## config.mk

```make
export PLATFORM = sky130hd
export DESIGN_NAME = ace_ccu_cm_release_unit
export DESIGN_NICKNAME = d
export VERILOG_FILES = /design/src/rtl/ace_ccu_cm_release_unit.sv
export SDC_FILE = /design/constraint.sdc
export NUM_CORES = 1
export LEC_CHECK = 0
export CAP_MARGIN = 20
export CELL_PAD_IN_SITES_DETAIL_PLACEMENT = 1
export CELL_PAD_IN_SITES_GLOBAL_PLACEMENT = 1
export CORE_MARGIN = 4
export CORE_UTILIZATION = 47
export DETAILED_ROUTE_END_ITERATION = 8
export PLACE_DENSITY_LB_ADDON = 0.25
export SYNTH_ARGS = -nofsm -noshare
export SYNTH_HDL_FRONTEND = slang
export SYNTH_SLANG_ARGS = --single-unit
```

## constraint.sdc

```tcl
create_clock -name clk_i -period 3.1 [get_ports clk_i]
set_clock_uncertainty 0.2 [all_clocks]
set_input_delay 0.31 -clock clk_i [delete_from_list [all_inputs] [get_ports clk_i]]
set_output_delay 0.31 -clock clk_i [all_outputs]
set_load 0.02 [all_outputs]
```

## src/rtl/ace_ccu_cm_release_unit.sv

```systemverilog
// ----------------------------------------------------------------------------
// ace_ccu_cm_release_unit
//
// Sits on the valid/ready wires of one snooped port's AC, CR and CD channels
// and produces conflict-manager release requests. Each snoop is tracked from
// its AC handshake to completion:
//   - a CR with DataTransfer=0 completes it immediately;
//   - a CR with DataTransfer=1 hands it over to the data queue, and the CD
//     beat carrying last=1 completes it.
// On completion a single-cycle release (cm_x_req_o/cm_x_addr_o) is issued one
// cycle after the completing handshake. Payloads do not pass through here.
//
// Ports
//   clk_i, rst_ni                  clock, asynchronous active-low reset
//   ac_valid_i/ac_ready_o          AC from CCU (ready gated when tracking full)
//   ac_addr_i                      line address of the AC request
//   ac_valid_o/ac_ready_i          AC to snooped master (valid gated when full)
//   cr_valid_i/cr_ready_o          CR from snooped master
//   cr_data_transfer_i             CR.resp[0]
//   cr_valid_o/cr_ready_i          CR to CCU
//   cd_valid_i/cd_ready_o          CD from snooped master (ungated)
//   cd_last_i                      CD last beat
//   cd_valid_o/cd_ready_i          CD to CCU (ungated)
//   cm_x_req_o/cm_x_addr_o         registered release pulse and its address
//   err_o                          sticky protocol error
//
// Handshake semantics: a transfer happens on a rising clock edge where the
// gated valid and gated ready of a channel are both high. Valid never
// depends on ready of the same direction beyond the gating listed here.
// ----------------------------------------------------------------------------
module ace_ccu_cm_release_unit #(
    parameter int unsigned CmAddrWidth   = 40,
    parameter int unsigned MaxSnoopTrans = 4
) (
    input  logic                   clk_i,
    input  logic                   rst_ni,
    input  logic                   ac_valid_i,
    output logic                   ac_ready_o,
    input  logic [CmAddrWidth-1:0] ac_addr_i,
    output logic                   ac_valid_o,
    input  logic                   ac_ready_i,
    input  logic                   cr_valid_i,
    output logic                   cr_ready_o,
    input  logic                   cr_data_transfer_i,
    output logic                   cr_valid_o,
    input  logic                   cr_ready_i,
    input  logic                   cd_valid_i,
    output logic                   cd_ready_o,
    input  logic                   cd_last_i,
    output logic                   cd_valid_o,
    input  logic                   cd_ready_i,
    output logic                   cm_x_req_o,
    output logic [CmAddrWidth-1:0] cm_x_addr_o,
    output logic                   err_o
);

    localparam int unsigned CntW = $clog2(MaxSnoopTrans + 1);
    localparam int unsigned PtrW = (MaxSnoopTrans > 1) ? $clog2(MaxSnoopTrans) : 1;

    // Wrapping increment that also works for non-power-of-two depths.
    function automatic logic [PtrW-1:0] ptr_inc(input logic [PtrW-1:0] p);
        if (p == PtrW'(MaxSnoopTrans - 1)) begin
            return '0;
        end
        return p + 1'b1;
    endfunction

    // RQ: snoops awaiting CR. DQ: snoops awaiting the CD last beat.
    logic [CmAddrWidth-1:0] rq_mem_q [MaxSnoopTrans];
    logic [CmAddrWidth-1:0] dq_mem_q [MaxSnoopTrans];
    logic [PtrW-1:0]        rq_wr_ptr_q, rq_wr_ptr_d, rq_rd_ptr_q, rq_rd_ptr_d;
    logic [PtrW-1:0]        dq_wr_ptr_q, dq_wr_ptr_d, dq_rd_ptr_q, dq_rd_ptr_d;
    logic [CntW-1:0]        rq_cnt_q, rq_cnt_d, dq_cnt_q, dq_cnt_d;
    logic [CntW-1:0]        cnt;

    logic                   rel_req_q, rel_req_d;
    logic [CmAddrWidth-1:0] rel_addr_q, rel_addr_d;
    logic                   err_q, err_d;

    logic not_full, rq_nonempty, dq_nonempty;
    logic blk_cr, ac_hs, cr_hs, cd_last_hs;
    logic rq_push, rq_pop, dq_push, dq_pop, cr_release;
    logic [CmAddrWidth-1:0] rq_head, dq_head;

    assign cnt         = rq_cnt_q + dq_cnt_q;
    assign not_full    = (cnt < CntW'(MaxSnoopTrans));
    assign rq_nonempty = (rq_cnt_q != '0);
    assign dq_nonempty = (dq_cnt_q != '0);
    assign rq_head     = rq_mem_q[rq_rd_ptr_q];
    assign dq_head     = dq_mem_q[dq_rd_ptr_q];

    // A CD-last completion owns the single release slot this cycle; a CR that
    // would also release is held off so it completes on a later cycle.
    assign blk_cr = cd_valid_i & cd_ready_i & cd_last_i & ~cr_data_transfer_i;

    assign ac_valid_o = ac_valid_i & not_full;
    assign ac_ready_o = ac_ready_i & not_full;
    assign cr_valid_o = cr_valid_i & ~blk_cr;
    assign cr_ready_o = cr_ready_i & ~blk_cr;
    assign cd_valid_o = cd_valid_i;
    assign cd_ready_o = cd_ready_i;

    assign ac_hs      = ac_valid_i & ac_ready_i & not_full;
    assign cr_hs      = cr_valid_i & cr_ready_i & ~blk_cr;
    assign cd_last_hs = cd_valid_i & cd_ready_i & cd_last_i;

    // Handshakes against an empty queue are flagged and otherwise ignored;
    // the occupancy seen is the one from before this edge, so a same-cycle
    // AC push cannot satisfy a CR.
    assign rq_push    = ac_hs;
    assign rq_pop     = cr_hs & rq_nonempty;
    assign dq_push    = rq_pop & cr_data_transfer_i;
    assign dq_pop     = cd_last_hs & dq_nonempty;
    assign cr_release = rq_pop & ~cr_data_transfer_i;

    always_comb begin
        rq_wr_ptr_d = rq_wr_ptr_q;
        rq_rd_ptr_d = rq_rd_ptr_q;
        dq_wr_ptr_d = dq_wr_ptr_q;
        dq_rd_ptr_d = dq_rd_ptr_q;
        rel_req_d   = 1'b0;
        rel_addr_d  = rel_addr_q;

        if (rq_push) rq_wr_ptr_d = ptr_inc(rq_wr_ptr_q);
        if (rq_pop)  rq_rd_ptr_d = ptr_inc(rq_rd_ptr_q);
        if (dq_push) dq_wr_ptr_d = ptr_inc(dq_wr_ptr_q);
        if (dq_pop)  dq_rd_ptr_d = ptr_inc(dq_rd_ptr_q);

        rq_cnt_d = rq_cnt_q + CntW'(rq_push) - CntW'(rq_pop);
        dq_cnt_d = dq_cnt_q + CntW'(dq_push) - CntW'(dq_pop);

        if (dq_pop) begin
            rel_req_d  = 1'b1;
            rel_addr_d = dq_head;
        end else if (cr_release) begin
            rel_req_d  = 1'b1;
            rel_addr_d = rq_head;
        end

        err_d = err_q | (cr_hs & ~rq_nonempty) | (cd_last_hs & ~dq_nonempty);
    end

    always_ff @(posedge clk_i or negedge rst_ni) begin
        if (!rst_ni) begin
            rq_wr_ptr_q <= '0;
            rq_rd_ptr_q <= '0;
            dq_wr_ptr_q <= '0;
            dq_rd_ptr_q <= '0;
            rq_cnt_q    <= '0;
            dq_cnt_q    <= '0;
            rel_req_q   <= 1'b0;
            rel_addr_q  <= '0;
            err_q       <= 1'b0;
        end else begin
            rq_wr_ptr_q <= rq_wr_ptr_d;
            rq_rd_ptr_q <= rq_rd_ptr_d;
            dq_wr_ptr_q <= dq_wr_ptr_d;
            dq_rd_ptr_q <= dq_rd_ptr_d;
            rq_cnt_q    <= rq_cnt_d;
            dq_cnt_q    <= dq_cnt_d;
            rel_req_q   <= rel_req_d;
            rel_addr_q  <= rel_addr_d;
            err_q       <= err_d;
        end
    end

    // Address storage needs no reset: occupancy is governed by the counters.
    always_ff @(posedge clk_i) begin
        if (rq_push) rq_mem_q[rq_wr_ptr_q] <= ac_addr_i;
        if (dq_push) dq_mem_q[dq_wr_ptr_q] <= rq_head;
    end

    assign cm_x_req_o  = rel_req_q;
    assign cm_x_addr_o = rel_addr_q;
    assign err_o       = err_q;

    cr_without_snoop_a : assert property (@(posedge clk_i) disable iff (!rst_ni)
        !(cr_hs && !rq_nonempty))
        else $warning("release unit protocol error: CR handshake with no outstanding snoop");

    cd_last_without_data_a : assert property (@(posedge clk_i) disable iff (!rst_ni)
        !(cd_last_hs && !dq_nonempty))
        else $warning("release unit protocol error: CD last with no snoop awaiting data");

endmodule

```

==> metrics, run 1 <==
outcome finished, final reports clean; warnings from Yosys 0; H-tree depth 2; Critical Path End Type output pin; largest net degree at the start of global routing 57; Total Wirelength 30900 µm; VDD IR-drop max 0.000549 V; post-synthesis cell area 14300 µm²; Synth top area share 0.673; fin crit share 0.944; via count 6850; HPWL after DPL 18800 µm; nets@finish 846; min Tclk post-route 2.93 ns; fin util 0.580; Crit Path Class reg2out; Yosys top cell by area edfxtp_1; port buffer count between 90 and 100; DR pass1 iterations 5; hold_buf cts 1; Clock Sinks 376; Max Root-Sink Buffers 3; Setup Fix Bufs, Post-CTS 0; Die H 182 µm; reg2reg path depth 10; initial antenna violation count 0; Diodes inserted 0; Die Area 33200 µm²; drc violations 0; Syn-to-layout area delta 21.0%; Synth Instances 646; GRT overflow 0; Synth Net Count 712; Routed Antenna Nets 0; # resized after CTS 0; Worst R2R End rq_cnt_q[2]$_DFF_PN0_; Clk pin slew, worst setup/hold paths 0.06 ns; Die X about 180 µm; Hold Vio Cnt, Final 0; Worst-Skew Late Latency 0.52 ns; clock buffer count from CTS 39; max-cap viol count 0; final setup TNS 0 ns; syn_area_per_cell between 20 and 25 µm²; Slew @ Worst Pin 0.919 ns; Synth Register Bits 376; I/O pin count 98; fmax 342 MHz; Detailed Route Iter0 Violations between 400 and 500; CP Launch Type register; pwr dens 956 nW/µm²; Critical Path RT 2.59 ns; Lkg Pwr 6.10 nW; worst relative slew slack 0.387; WL/cell 25.7 µm; Min-Delay Path Class in2reg; CP max FO 4; Synth cell types 32; post-synthesis sequential area ratio 0.771; flop2flop setup slack 0.34 ns; CTS tree yes; Final Wtd Congestion 0.733; Vias/cell 5.71; Hold Startpoint ac_addr_i[30]; GRT Util Overall 0.192; initial core utilization 0.479; row cnt 63; core outline area 29800 µm²; final setup vio count 0; WHS Path Cells 1; Fillers around 2500; number of global-route vias before repair roughly 8000; arrival time worst endpoint approximately 2.4 ns; reg-to-reg critical path startpoint rq_cnt_q[1]$_DFF_PN0_; worst hold path endpoint rq_mem_q[3][30]$_DFFE_PP_; share of cells above drive strength 1 0.243; top cells by area, synth edfxtp_1 (67%), mux4_2 (13%), dfrtp_1 (9.8%), a22o_1 (2.5%), a21o_1 (2.2%); Slew Viols, Final 0; clk root buf clkbuf_16; first-pass GRT wire length ~48000 µm; RSZ-0062 raised after global routing false
how the worst max path moves through the flow:
stage | start | to | slack (ns)
finish | rq_cnt_q[1]$_DFF_PN0_ | ac_ready_o | 0.17
global route | rq_cnt_q[1]$_DFF_PN0_ | ac_valid_o | 0.02
CTS | rq_cnt_q[1]$_DFF_PN0_ | ac_ready_o | 0.12
detailed placement | rq_cnt_q[1]$_DFF_PN0_ | rq_mem_q[1][33]$_DFFE_PP_ | 0.29
global placement | cr_data_transfer_i | dq_cnt_q[2]$_DFF_PN0_ | 0.37
floorplan | rq_cnt_q[1]$_DFF_PN0_ | rq_mem_q[0][0]$_DFFE_PP_ | 0.13
state kept, by name, summed over array words and instances, names as in the netlist:
name / flops
cm_x_addr_o: 40
cm_x_req_o: 1
dq_cnt_q: 3
dq_mem_q: 160
dq_rd_ptr_q: 2
dq_wr_ptr_q: 2
err_o: 1
rq_cnt_q: 3
rq_mem_q: 160
rq_rd_ptr_q: 2
rq_wr_ptr_q: 2
per-stage QoR:
stage          worst slack (ns)  instances  area [µm²]  total power, mW  hold slack (ns)
5_1_grt                  0.0188       1200       17300             17.3            0.233
6_report                  0.174       1200       17300             16.5            0.233
4_1_cts                   0.117       1200       17300             16.7            0.220
3_5_place_dp              0.292       1128       15900             11.7            0.264
2_1_floorplan             0.128        646       14300             9.99           -0.186
3_3_place_gp              0.368       1128       15900             11.4            0.259
cell type report:
type,instances,area [µm²],share of cell area
Multi-Input combinational cell,224,3050,0.176
Inverter,11,41.3,0.00239
Tap cell,390,488,0.0282
Clock inverter,24,325,0.0188
Clock buffer,47,1070,0.0618
Sequential cell,376,11000,0.638
Timing Repair Buffer,128,1290,0.0747
cell usage in the layout, fill, tap and decap left out, drive strengths merged, types with 4 or more instances in the layout:
cell type / Yosys / layout
a22o: 40 / 40
and3: 6 / 6
clkinvlp: 0 / 4
mux4: 80 / 80
xnor2: 5 / 5
and2: 6 / 6
clkinv: 0 / 12
clkbuf: 12 / 47
ha: 14 / 14
mux2: 6 / 6
nand2: 5 / 5
bufinv: 0 / 8
dfrtp: 56 / 56
inv: 11 / 11
a21o: 41 / 41
clkdlybuf4s50: 0 / 96
buf: 23 / 31
edfxtp: 320 / 320
nor2: 5 / 5
nor3: 4 / 4
kinds of logic after synthesis:
group / Yosys count / synth area share
AO/OA/AOI/OAI: 83 / 0.0472
buffers and inverters: 46 / 0.0171
multiplexers: 86 / 0.131
XOR/XNOR: 7 / 0.00429
AND/OR/NAND/NOR: 32 / 0.0144
adder cells (fa/ha/maj): 16 / 0.0151
flip-flops: 376 / 0.771
metal layers:
layer,vias to the layer above,share of wire,global-route usage
li1,2929,-,-
met1,3655,0.42,0.261
met2,216,0.51,0.326
met3,50,0.051,0.0337
met4,0,0.021,0.0465
met5,-,0,0
synthesized netlist by cell type:
library cell,n
buf_4,2
nor2b_1,3
nor2_1,4
mux4_2,80
and3_1,6
buf_2,15
mux2_2,4
a221o_1,1
clkbuf_1,12
inv_2,1
fa_1,2
a31oi_1,1
nand2b_1,1
nor3_2,1
and2_1,6
nor3_1,2
ha_1,14
nor2_2,1
inv_1,10
nand2_1,4
nand2_2,1
dfrtp_1,56
buf_6,6
edfxtp_1,320
nor4_2,1
xor2_1,2
mux2_1,2
and4b_4,1
a22o_1,40
a21o_1,41
xnor2_1,5
nor3_4,1
report_power, final:
part           leakage [nW]  total (mW)  switching (mW)  internal [mW]
Clock                 0.676        5.00            1.87           3.12
Combinational          1.86        4.17            2.08           2.09
Sequential             3.57        7.36           0.674           6.68
Total                  6.10        16.5            4.63           11.9
worst max-delay path: stages, from the launching register on:
cell and delay [ns]:
dfrtp_1 0.44, ha_1 0.31, a31oi_1 0.21, xnor2_1 0.18, and2_1 0.16, clkdlybuf4s50_1 0.60
No activity file was read; power rests on OpenSTA's default activity.
==> run 2, diff against run 1 <==
- MAX_ROUTING_LAYER: unset -> met4
- SLEW_MARGIN: unset -> 15
==> metrics, run 2 (synthesis results as in run 1) <==
WL/cell 25.8 µm; H-tree depth 2; initial core utilization 0.479; most frequent cells in the layout edfxtp_1 (320), clkdlybuf4s50_1 (96), mux4_2 (80), dfrtp_1 (52); Critical Path End Type output pin; Min-Delay Path Class in2reg; initial antenna violation count 0; CP startpoint rq_cnt_q[1]$_DFF_PN0_; # resized after CTS 0; number of global-route vias before repair around 8000; final setup TNS 0 ns; largest net degree at the start of global routing 57; placed cell area 15900 µm²; worst relative slew slack 0.384; clock buffer count from CTS 39; core outline area between 20000 and 30000 µm²; CTS tree yes; CP Launch Type register; Die X between 150 and 200 µm; Clk pin slew, worst setup/hold paths 0.06 ns; fmax approximately 340 MHz; Clock Sinks 376; VDD IR-drop max around 0.00055 V; Hold Startpoint ac_addr_i[30]; clk root buf clkbuf_16; GRT overflow 0; final setup vio count 0; Slew Viols, Final 0; WP buf/inv 1; pwr dens 956 nW/µm²; Final Power approximately 17 mW; Die Area 33200 µm²; Setup WS pre-CTS 0.292 ns; Final Wtd Congestion 0.742; Setup crit end ac_ready_o; stages on the worst setup path 5; CP max FO 4; reg2reg path depth 7; Max Root-Sink Buffers 3; I/O pin count 98; Post-Layout Cell Count 1200; commonest non-fill, non-tap cell in the layout edfxtp_1; Crit Path Class reg2out; min Tclk post-route 2.93 ns; Fillers 2513; Worst R2R End rq_mem_q[1][24]$_DFFE_PP_; arrival time worst endpoint approximately 2.4 ns; Hold Vio Cnt, Final 0; delay-heaviest family, CP buffers and inverters; Cells after DPL around 1100; fin crit share 0.944; via count 6853; critical path, cell by cell ha_1 -> a31oi_1 -> xnor2_1 -> and2_1 -> clkdlybuf4s50_1; Syn-to-layout area delta 21.0%; row cnt 63; outcome finished, final reports clean; Vias/cell 5.71; GRT Util Overall 0.197; Lkg Pwr 6.10 nW; Diodes inserted 0; area of the multi-input gates 3050 µm²; HPWL after DPL approximately 19000 µm; PnR worst setup slack between 0.15 and 0.2 ns; Critical Path RT 2.59 ns; fin area 17300 µm²; first-pass GRT wire length around 48000 µm; max-cap viol count 0; fin util 0.580; flop2flop setup slack between 0.3 and 0.4 ns; Die H between 150 and 200 µm; drc violations 0; Detailed Route Iter0 Violations approximately 500; Total Wirelength roughly 31000 µm; Routed Antenna Nets 0; register area 11000 µm²; Worst-Skew Late Latency 0.52 ns; Slew @ Worst Pin ~0.9 ns; reg-to-reg critical path startpoint rq_cnt_q[1]$_DFF_PN0_; port buffer count 97; share of cells above drive strength 1 0.243; DR pass1 iterations 4; Critical Path Max Stage Delay 0.60 ns; CP max stage cell clkdlybuf4s50_1; hold_ws between 0.2 and 0.25 ns; nets@finish 846; RSZ-0062 raised after global routing false
[run 2: cell counts in the layout (fill, tap and decap cells not counted)]
Identical to the previous run, type by type.
[run 2: layer usage]
layer / track usage / vias up / share of wire
li1: - / 2929 / -
met1: 0.262 / 3666 / 0.42
met2: 0.326 / 203 / 0.51
met3: 0.0325 / 55 / 0.045
met4: 0.0465 / 0 / 0.022
met5: - / - / 0
[run 2: timing repair]
action	4_1_cts	5_1_grt
endpoints found under the hold margin	56	0
hold buffers	1	0
buffers inserted	0	0
[run 2: layout make-up]
| type | instances | area share |
|---|---|---|
| Multi-Input combinational cell | 224 | 0.176 |
| Inverter | 11 | 0.00239 |
| Tap cell | 390 | 0.0282 |
| Clock inverter | 24 | 0.0188 |
| Clock buffer | 47 | 0.0618 |
| Sequential cell | 376 | 0.638 |
| Timing Repair Buffer | 128 | 0.0747 |
[run 2: worst min-delay path by stage]
stage	endpoint	slack, ns	cells past startpoint
after detailed placement	cm_x_addr_o[21]$_DFFE_PN0P_	0.26	1
after floorplan	cm_x_addr_o[0]$_DFFE_PN0P_	-0.19	0
after global routing	rq_mem_q[1][37]$_DFFE_PP_	0.23	1
final	rq_mem_q[3][30]$_DFFE_PP_	0.23	1
after global placement	cm_x_addr_o[16]$_DFFE_PN0P_	0.26	1
after CTS	rq_mem_q[1][30]$_DFFE_PP_	0.22	1
[run 2: power by group]
part | switching [mW] | internal (mW) | total, mW
combinational | 2.08 | 2.09 | 4.17
clock | 1.87 | 3.12 | 5.00
sequential | 0.675 | 6.68 | 7.36
total | 4.63 | 11.9 | 16.5
==> run 3, diff against run 2 <==
- CORE_ASPECT_RATIO: unset -> 0.7
==> metrics, run 3 (synthesis results as in run 1) <==
Post-Layout Cell Count 1217; Flop pwr share 0.464; Total Wirelength between 30000 and 40000 µm; placed cell area 15900 µm²; most frequent cells in the layout edfxtp_1 (320), clkdlybuf4s50_1 (96), mux4_2 (80), dfrtp_1 (52), a21o_1 (41); arrival time worst endpoint 2.46 ns; Die Area roughly 33000 µm²; register area 11000 µm²; Final Wtd Congestion approximately 0.76; outcome finished, final reports clean; min Tclk post-route around 3.0 ns; fmax 337 MHz; Critical Path End Type output pin; Max Root-Sink Buffers 3; Clock Sinks around 380; DR pass1 iterations 4; final setup vio count 0; core outline area around 30000 µm²; area of the multi-input gates 3050 µm²; worst relative slew slack 0.427; delay-heaviest family, CP buffers and inverters; Detailed Route Iter0 Violations 452; CP max stage cell clkdlybuf4s50_1; CTS tree yes; reg2reg path depth 10; GRT Util Overall 0.191; initial antenna violation count 0; flop2flop setup slack about 0.28 ns; share of cells above drive strength 1 0.229; Syn-to-layout area delta 19.7%; Sw Share 0.288; WP buf/inv 1; GRT overflow 0; critical path, cell by cell ha_1 -> a31oi_1 -> xnor2_1 -> and2_1 -> clkdlybuf4s50_1; hold_ws around 0.23 ns; WHS Path Cells 1; Clk pwr share 0.270; CP Launch Type register; Routed Antenna Nets 0; row cnt 53; nets@finish 842; Lkg Pwr 5.99 nW; HPWL after DPL ~18000 µm; VDD IR-drop max 0.000581 V; Comb power frac 0.266; fin crit share 0.957; via count 6738; Crit Path Class reg2out; Clk pin slew, worst setup/hold paths 0.06 ns; H-tree depth 2; Worst-Skew Late Latency roughly 0.53 ns; Diodes inserted 0; I/O pin count 98; drc violations 0; WL/cell 24.8 µm; Slew Viols, Final 0; Cell Int Power 11.3 mW; commonest non-fill, non-tap cell in the layout edfxtp_1; initial core utilization 0.476; port buffer count just under 100; RSZ-0062 raised after global routing false; number of global-route vias before repair 7531; stages on the worst setup path 5; Hold Vio Cnt, Final 0; final setup TNS 0 ns; Die X 216 µm; Slew @ Worst Pin 0.857 ns; pwr dens 926 nW/µm²; Min-Delay Path Class in2reg; Critical Path RT ~2.6 ns; first-pass GRT wire length 46900 µm; switching power roughly 4.6 mW; Fillers 2593; CP max FO 4; fin area 17100 µm²; clk root buf clkbuf_16; clock buffer count from CTS 37; Cells after DPL 1148; Final Power ~16 mW; max-cap viol count 0; Critical Path Max Stage Delay 0.60 ns; Vias/cell 5.54; Die H 154 µm; largest net degree at the start of global routing 57
run 3: cell types whose count changed in the layout (fill, tap and decap cells not counted), sizes merged:
| cell | delta |
|---|---|
| buf | -2 |
| inv | +1 |
| clkinv | -3 |
| clkinvlp | -1 |
| clkbuf | +7 |
| bufinv | -7 |
run 3: per-layer routing:
metal	vias to the layer above	GRT usage	wire, µm
li1	2926	-	-
met1	3588	0.263	13000
met2	178	0.307	14900
met3	46	0.0350	1780
met4	0	0.0396	467
met5	-	-	0
run 3: repair_timing:
action,4_1_cts,5_1_grt
hold buffers,1,0
endpoints found under the hold margin,56,0
buffers inserted,0,0
resized for setup,0,0
run 3: worst register-to-register path, stage by stage, from the launching register on:
cell and delay, ns:
dfrtp_1 0.46, ha_1 0.33, a31oi_1 0.21, xnor2_1 0.18
and3_1 0.24, xor2_1 0.18, ha_1 0.18, inv_1 0.05
fa_1 0.39, xnor2_1 0.18, xnor2_1 0.15
run 3: power by group through the flow:
stage,combinational [mW],clock (mW),sequential (mW)
finish,4.22,4.27,7.34
detailed placement,4.26,0,7.46
floorplan,2.64,0,7.36
global placement,4.06,0,7.40
CTS,4.29,4.39,7.37
global route,4.57,4.62,7.45
run 3: path summary, 6_finish.rpt:
path / start / end
max: rq_cnt_q[1]$_DFF_PN0_ / ac_valid_o
min: ac_addr_i[37] / rq_mem_q[0][37]$_DFFE_PP_
max reg2reg: rq_cnt_q[1]$_DFF_PN0_ / rq_cnt_q[2]$_DFF_PN0_
min reg2reg: cm_x_addr_o[31]$_DFFE_PN0P_ / cm_x_addr_o[31]$_DFFE_PN0P_
max in group asynchronous: rst_ni / dq_rd_ptr_q[0]$_DFFE_PN0P_
min in group asynchronous: rst_ni / cm_x_addr_o[15]$_DFFE_PN0P_
run 3: area by class of cell:
type                    count  share of cell area
flip-flops and latches    376               0.645
multi-input cells         224               0.178
repair buffers            126              0.0759
clock buffers              54              0.0622
well taps                 412              0.0302
clock inverters            14             0.00593
inverters                  11             0.00242
run 3: stage by stage:
step	util	worst slack (ns)
2_1_floorplan	-	0.128
3_3_place_gp	0.530	0.362
3_5_place_dp	0.531	0.324
4_1_cts	0.570	0.111
5_1_grt	0.570	0.0220
6_report	0.570	0.135
